[src/rtl/uart_watch_dog_if.sv]
// Handshake bundle for uart_watch_dog: control/config inputs plus line-state outputs.
// Master drives the controls and preset; slave is the watchdog itself.
interface uart_watch_dog_if #(
  parameter int CNT_W = 32
);
  logic             i_en;
  logic             i_load;
  logic [CNT_W-1:0] i_preset;
  logic             i_monitor_in;
  logic             o_state;
  logic             o_active;
  logic             o_inactive;

  modport master (
    output i_en, i_load, i_preset, i_monitor_in,
    input  o_state, o_active, o_inactive
  );

  modport slave (
    input  i_en, i_load, i_preset, i_monitor_in,
    output o_state, o_active, o_inactive
  );
endinterface

[src/rtl/uart_watch_dog.sv]
// UART RX activity watchdog with programmable idle timeout; UART_WDG_SYNC_EN adds a 2-flop input synchronizer.
// Latency: line edge to state/active is 1 cycle (3 cycles with the synchronizer); all outputs registered.
// Backpressure: none, free-running monitor with no flow control.
module uart_watch_dog #(
  parameter int CNT_W = 32
) (
  input  logic            i_clk,
  input  logic            i_rst,
  uart_watch_dog_if.slave bus
);

`ifdef UART_WDG_SYNC_EN
  // Priming also covers the two cycles needed to flush reset zeros out of the synchronizer.
  localparam logic [1:0] PRIME_CYC = 2'd3;
  logic r_sync1;
  logic r_sync2;
  logic w_mon;

  always_ff @(posedge i_clk) begin
    if (i_rst) begin
      r_sync1 <= 1'b0;
      r_sync2 <= 1'b0;
    end else begin
      r_sync1 <= bus.i_monitor_in;
      r_sync2 <= r_sync1;
    end
  end

  assign w_mon = r_sync2;
`else
  localparam logic [1:0] PRIME_CYC = 2'd1;
  logic w_mon;

  assign w_mon = bus.i_monitor_in;
`endif

  logic [CNT_W-1:0] r_preset;
  logic [CNT_W-1:0] r_cnt;
  logic             r_mon_d;
  logic [1:0]       r_prime_cnt;
  logic             r_state;
  logic             r_active;
  logic             r_inactive;
  logic             w_primed;
  logic             w_act;

  assign w_primed = (r_prime_cnt == PRIME_CYC);
  assign w_act    = w_primed & (w_mon ^ r_mon_d);

  always_ff @(posedge i_clk) begin
    if (i_rst) begin
      r_preset    <= '0;
      r_cnt       <= '0;
      r_mon_d     <= 1'b0;
      r_prime_cnt <= 2'd0;
      r_state     <= 1'b0;
      r_active    <= 1'b0;
      r_inactive  <= 1'b0;
    end else begin
      r_mon_d <= w_mon;
      if (!w_primed) begin
        r_prime_cnt <= r_prime_cnt + 2'd1;
      end
      // New preset only lands in the register; the running count keeps its old reload.
      if (bus.i_load) begin
        r_preset <= bus.i_preset;
      end

      if (!bus.i_en) begin
        r_cnt      <= '0;
        r_state    <= 1'b0;
        r_active   <= 1'b0;
        r_inactive <= 1'b0;
      end else if (w_act) begin
        r_cnt      <= r_preset;
        r_state    <= 1'b1;
        r_active   <= ~r_state;
        r_inactive <= 1'b0;
      end else if (r_state) begin
        r_active <= 1'b0;
        if (r_cnt != '0) begin
          r_cnt      <= r_cnt - CNT_W'(1);
          r_inactive <= 1'b0;
        end else begin
          r_state    <= 1'b0;
          r_inactive <= 1'b1;
        end
      end else begin
        r_cnt      <= '0;
        r_active   <= 1'b0;
        r_inactive <= 1'b0;
      end
    end
  end

  assign bus.o_state    = r_state;
  assign bus.o_active   = r_active;
  assign bus.o_inactive = r_inactive;

endmodule

[src/flat_wrapper.sv]
// flat-port wrapper written by rule: the top's interface ports become plain ports
module uart_watch_dog_flat 
#(
  parameter int CNT_W = 32
)
  (i_clk, i_rst, bus_i_en, bus_i_load, bus_i_preset, bus_i_monitor_in, bus_o_state, bus_o_active, bus_o_inactive);
  uart_watch_dog_if #(.CNT_W(CNT_W)) bus_i ();
  input  logic i_clk;
  input  logic i_rst;
  input wire logic [$bits(bus_i.i_en)-1:0] bus_i_en;
  input wire logic [$bits(bus_i.i_load)-1:0] bus_i_load;
  input wire logic [$bits(bus_i.i_preset)-1:0] bus_i_preset;
  input wire logic [$bits(bus_i.i_monitor_in)-1:0] bus_i_monitor_in;
  output wire logic [$bits(bus_i.o_state)-1:0] bus_o_state;
  output wire logic [$bits(bus_i.o_active)-1:0] bus_o_active;
  output wire logic [$bits(bus_i.o_inactive)-1:0] bus_o_inactive;
  assign bus_i.i_en = bus_i_en;
  assign bus_i.i_load = bus_i_load;
  assign bus_i.i_preset = bus_i_preset;
  assign bus_i.i_monitor_in = bus_i_monitor_in;
  assign bus_o_state = bus_i.o_state;
  assign bus_o_active = bus_i.o_active;
  assign bus_o_inactive = bus_i.o_inactive;
  uart_watch_dog #(.CNT_W(CNT_W)) u_core (.i_clk(i_clk), .i_rst(i_rst), .bus(bus_i));
endmodule
[config.mk]
export PLATFORM = sky130hd
export DESIGN_NAME = uart_watch_dog_flat
export DESIGN_NICKNAME = d
export VERILOG_FILES = /design/src/rtl/uart_watch_dog_if.sv /design/src/rtl/uart_watch_dog.sv /design/src/flat_wrapper.sv
export SDC_FILE = /design/constraint.sdc
export NUM_CORES = 1
export LEC_CHECK = 0
export CORE_AREA = 4 4 82 84
export DETAILED_ROUTE_END_ITERATION = 10
export DIE_AREA = 0 0 86 88
export GPL_TIMING_DRIVEN = 0
export HOLD_SLACK_MARGIN = 0.1
export MAX_ROUTING_LAYER = met4
export PLACE_DENSITY = 0.78
export SLEW_MARGIN = 20
export SYNTH_ARGS = -nofsm -noshare
export SYNTH_HDL_FRONTEND = slang
export SYNTH_SLANG_ARGS = --single-unit
[constraint.sdc]
create_clock -name i_clk -period 2.8 [get_ports i_clk]
set_clock_uncertainty 0.1 [all_clocks]
set_input_delay 0.42 -clock i_clk [delete_from_list [all_inputs] [get_ports i_clk]]
set_output_delay 0.42 -clock i_clk [all_outputs]
set_load 0.005 [all_outputs]
Word level (Yosys, flattened, before mapping)
Cells that the tools add are included.

cells by class
  add/subtract/negate cells = 2
  $mul = 0
  div/mod/pow operators = 0
  $lt $le $gt $ge = 0
  eq/ne operators = 2
  shift-type cells = 0
  multiplexer cells = 7
  bitwise gates (word level) = 5
  reduce and logical (&&, ||, !) cells = 4

operators with widths
  cell                                                 count
  two-way mux 32 bit                                   3
  nonzero test 32 bit                                  1
  subtractor 32 x 1 -> 32 bit (second input constant)  1
  two-way mux 1 bit                                    4
  OR reduction 4 bit                                   1
  inequality test 3 bit (second input constant)        1
  inverter 1 bit                                       3
  OR reduction 3 bit                                   1
  adder 2 x 1 -> 2 bit (second input constant)         1
  == test 2 x 1 -> 1 bit (second input constant)       1
  OR reduction 2 bit                                   1
  AND 1 bit                                            1
  bitwise XOR 1 bit                                    1

storage, ports and cells
  flip-flop bits (word level) = 70
  bits in latches = 0
  RAM bits = 0
  ROM bits = 0
  input port bits = 37
  output and inout port bits = 3
  word-level logic and storage cells = 27
  memories = 0

Longest topological paths before layout
  depth after elaboration = 4
  gate-level depth with buffers = 11

Least setup slack after synthesis
No wires, ideal clock.

  kind = flip-flop to flip-flop
  from = register u_core.r_cnt[0]
  to = register u_core.r_cnt[16]
  library setup time = 122 ps
  arrival time = 2164 ps
  data required time = 2578 ps
  path slack = 414 ps
  cell stages (with the launch flop) = 11
  buffers on the path = 3
  clock period less this slack = 2386 ps
  cells stage by stage = dfxtp_1 inv_1 ha_1 nor4b_1 nand2_1 or4_1 buf_2 nand2b_4 buf_8 buf_12 nor2_2

between the ends
  longest elaborated chain between the ends = 4

RTL lines
  what                         RTL line              source
  from (decl)                  uart_watch_dog.sv:38  logic [CNT_W-1:0] r_cnt;
  from (signal assigned)       uart_watch_dog.sv:75  r_cnt <= r_preset;
  from (signal assigned)       uart_watch_dog.sv:82  r_cnt <= r_cnt - CNT_W'(1);
  subtractor 32 x 1 -> 32 bit  uart_watch_dog.sv:82
  two-way mux 32 bit           uart_watch_dog.sv:81  if (r_cnt != '0) begin
  two-way mux 32 bit           uart_watch_dog.sv:79  end else if (r_state) begin
  two-way mux 32 bit           uart_watch_dog.sv:74  end else if (w_act) begin

Parallel ways exist; a longest one is shown, timed or not. The select of a mux whose other input is x is not followed.
A chain may end at the register's enable or synchronous reset.

Final worst setup path
  from = register u_core.r_cnt[27]
  to = register u_core.r_cnt[21]

between the ends
  longest elaborated chain between the ends = 2

RTL lines
  what                                    RTL line
  nonzero test 32 bit                     uart_watch_dog.sv:81
  inequality test 3 bit (no source line)  n/a

Every way passes these cells.

==> results by group <==
Floorplan
  – Io pins: 40
  – Count of standard-cell rows: 28
  – Chip width: 86 um
  – Die area: 7570 um2
  – Die height: 88 um
  – Core area: 5920 um2
  – Initial Utilization: 55.0%

Yosys
  – Sequential share of the synthesized area: 43.1%
  – Mapped Cells: 364
  – Syn_nets: 403
  – Yosys cell types: 47
  – Mean Syn Cell Area: 8.94 um2
  – Top cells by area, synth: dfxtp_1, mux2i_1, nor2_1, a21oi_1, xnor2_1
  – Synth warn: 0
  – Post-synth EDFFs: 0
  – Yosys top cell by area: dfxtp_1
  – Area of the mapped netlist: 3250 um2
  – Main synth FF type: dfxtp_1
  – Top cell type's share of synthesized area: 43.1%
  – Post-synth ARST share: 0%
  – FF+latch count, synth: 70

Worst hold path
  – Worst hold start: i_rst
  – Hold depth: 2
  – WHS Endpoint: u_core.r_prime_cnt[0]$_SDFFE_PP0P_
  – Hold WC Path Type: in2reg

Power
  – Leakage power: 0.00161 uW
  – Sw Pwr: 903 uW
  – Clock power frac: 30.6%
  – Sequential share of power: 41.0%
  – Logic pwr share: 28.4%
  – Pwr dens: 682 nW/um2
  – Maximum VDD drop: 0.347 mV
  – Sw frac: 33.6%
  – P_int: 1790 uW

CTS
  – H-tree Lvls: 3
  – Maximum root-to-sink buffer count: 2
  – CTS Buf Count: 9
  – Reg clk slew, reported paths: 0.08 ns
  – CTS root buffer: clkbuf_8
  – Post-CTS Setup Inserts: 0
  – Worst skew pair latency: 0.36 ns
  – Post-CTS Hold Buffers: 0
  – CTS tree: built
  – Clock Sinks: 70

Timing
  – Tightest Pin Transition: 0.839 ns
  – Max_slew headroom: 44.0%
  – Crit share post-route: 94.9%
  – Final hold slack: 0.338 ns
  – Fin crit period: 2.66 ns
  – Final hold viol count: 0
  – Final setup vio count: 0
  – Final Max Slew Viols: 0
  – Fmax: 376 MHz
  – RSZ-0062 raised after global routing: false

Global route
  – Grt total ovfl: 0
  – Initial antenna violation count: 0
  – First-pass GRT wire length: 13000 um
  – Largest net degree at the start of global routing: 13
  – Number of global-route vias before repair: 2686
  – Total track usage: 22.7%

Final layout
  – Ant. Diodes: 0
  – Area Overhead vs Synth: 21.1%
  – Commonest non-fill, non-tap cell in the layout: dfxtp_1
  – Final nets: 451
  – Sequential cell area: 1400 um2
  – Share of layout cells above drive strength 1: 9.59%
  – Multi-input gate area: 1720 um2
  – Layout fillers: 478
  – Final instance area: 3940 um2
  – Commonest non-fill, non-tap cells in the layout: dfxtp_1, nor2_1, clkdlybuf4s50_1, mux2i_1, a21oi_1

Worst setup path
  – CP Data Required Time: 2.94 ns
  – Cells on worst reg2reg path: 8
  – Nature of the critical path endpoint: register
  – Worst R2R Setup Slack: 0.14 ns
  – Worst Path Arrival: 2.80 ns
  – FF-to-FF Start: u_core.r_cnt[27]$_SDFFE_PP0P_
  – Startpoint types: register
  – R2R Path End: u_core.r_cnt[21]$_SDFFE_PP0P_
  – Critical path peak fanout: 10
  – Critical path class: reg2reg

Drt
  – Vias/cell: 5.86
  – DR iter-0 viols: 209
  – Final WL: 7930 um
  – DRT antenna net count: 0
  – Post-route DRC violation count: 0
  – Drt first pass iters: 5
  – DR vias: 2883
  – Wire per inst: 16.1 um

Placement
  – Port bufs: 37
  – Gpl congestion: 0.866
  – Cell Area, Placed: 3720 um2
  – Hpwl dp: 5360 um

Run
  – Max-Cap Viols: 0

Outcome
  – Outcome: finished, final reports clean
[cell families (layout without fill, tap and decap cells)]
family / Yosys count / after routing / share of synthesized area, %
AOI/OAI and AO/OA: 71 / 71 / 15.1
xor gates and xnor gates: 14 / 14 / 3.77
adders and majority gates: 2 / 2 / 0.769
buffers and inverters: 32 / 85 / 4.65
DFF: 70 / 70 / 43.1
muxes: 34 / 34 / 10.5
and+or+nand+nor: 141 / 141 / 22.1
[layer usage]
layer,up-vias,share of wire (%),GRT usage (%)
li1,1406,-,-
met3,27,6.5,6.68
met1,1339,43,27.5
met5,-,0,-
met2,111,48,35.9
met4,0,2.6,8.20
[through the flow]
step / worst slack, ns / TNS [ns] / power, uW / utilization, % / cells
5_1_grt: 0.0347 / 0 / 2840 / 66.6 / 492
3_5_place_dp: -0.295 / -2.93 / 1860 / 62.8 / 476
2_1_floorplan: 0.414 / 0 / 1650 / - / 364
6_report: 0.143 / 0 / 2690 / 66.6 / 492
3_3_place_gp: -0.279 / -2.48 / 1840 / 62.8 / 476
4_1_cts: 0.163 / 0 / 2690 / 66.3 / 492
[area by class of cell]
| type | instances | share of cell area (%) |
|---|---|---|
| buffer | 26 | 3.30 |
| sequential | 70 | 35.6 |
| inverter | 6 | 0.571 |
| clock buffer | 10 | 3.49 |
| multi-input combinational | 262 | 43.7 |
| timing repair buffer | 37 | 9.40 |
| tap | 75 | 2.38 |
| clock inverter | 6 | 1.56 |
[sequential cells by signal (all words and copies together) (netlist names)]
register               cells
u_core.r_cnt              32
u_core.r_preset           32
u_core.r_prime_cnt         2
u_core.bus.o_active        1
u_core.bus.o_inactive      1
u_core.bus.o_state         1
u_core.r_mon_d             1
[cell usage after synthesis, types with 2 or more instances]
cell type	instances
dfxtp_1	70
and2_1	2
nor2_2	10
o41ai_1	2
o21ai_0	8
nor4b_1	3
or3_1	3
clkbuf_1	18
nor4_1	10
nand2_1	16
nand4bb_1	2
nand4_1	3
buf_1	3
a211oi_1	3
a21oi_1	24
ha_1	2
nor3_1	13
nand4b_1	2
a221oi_1	4
a22oi_1	9
o41a_1	2
nor2_1	59
xnor2_1	9
a32o_1	2
o311a_1	7
xor2_1	5
or4_1	2
o31a_1	3
o21a_1	3
inv_1	6
buf_2	3
nand3_1	5
nand2b_1	4
mux2i_1	34
[how the worst max path moves through the flow]
stage	cells after the start	to	slack (ns)	from
CTS	10	u_core.r_cnt[21]$_SDFFE_PP0P_	0.16	u_core.r_prime_cnt[0]$_SDFFE_PP0P_
detailed placement	7	u_core.r_cnt[15]$_SDFFE_PP0P_	-0.29	bus_i_monitor_in
floorplan	10	u_core.r_cnt[16]$_SDFFE_PP0P_	0.41	u_core.r_cnt[0]$_SDFFE_PP0P_
global placement	7	u_core.r_cnt[19]$_SDFFE_PP0P_	-0.28	bus_i_monitor_in
global route	6	u_core.r_cnt[31]$_SDFFE_PP0P_	0.03	u_core.r_cnt[2]$_SDFFE_PP0P_
finish	8	u_core.r_cnt[21]$_SDFFE_PP0P_	0.14	u_core.r_cnt[27]$_SDFFE_PP0P_
[critical path, stage by stage (launching register included)]
cell and delay [ns]:
dfxtp_1 0.36, nor4_1 0.73, nand4bb_1 0.21, or4_1 0.54, buf_2 0.18, nand2b_4 0.09
buf_8 0.14, buf_12 0.15, nor2_2 0.05
[power groups by stage]
stage	combinational (uW)	sequential, uW	clock (uW)
2_1_floorplan	535	1110	0
5_1_grt	844	1110	883
4_1_cts	751	1100	834
3_5_place_dp	739	1120	0
6_report	764	1100	823
3_3_place_gp	722	1120	0
[timing repair]
action                     4_1_cts  5_1_grt
hold endpoints to repair         0        0
setup endpoints to repair       12       19
resized for setup                2        4
(Power assumes the default switching activity.)
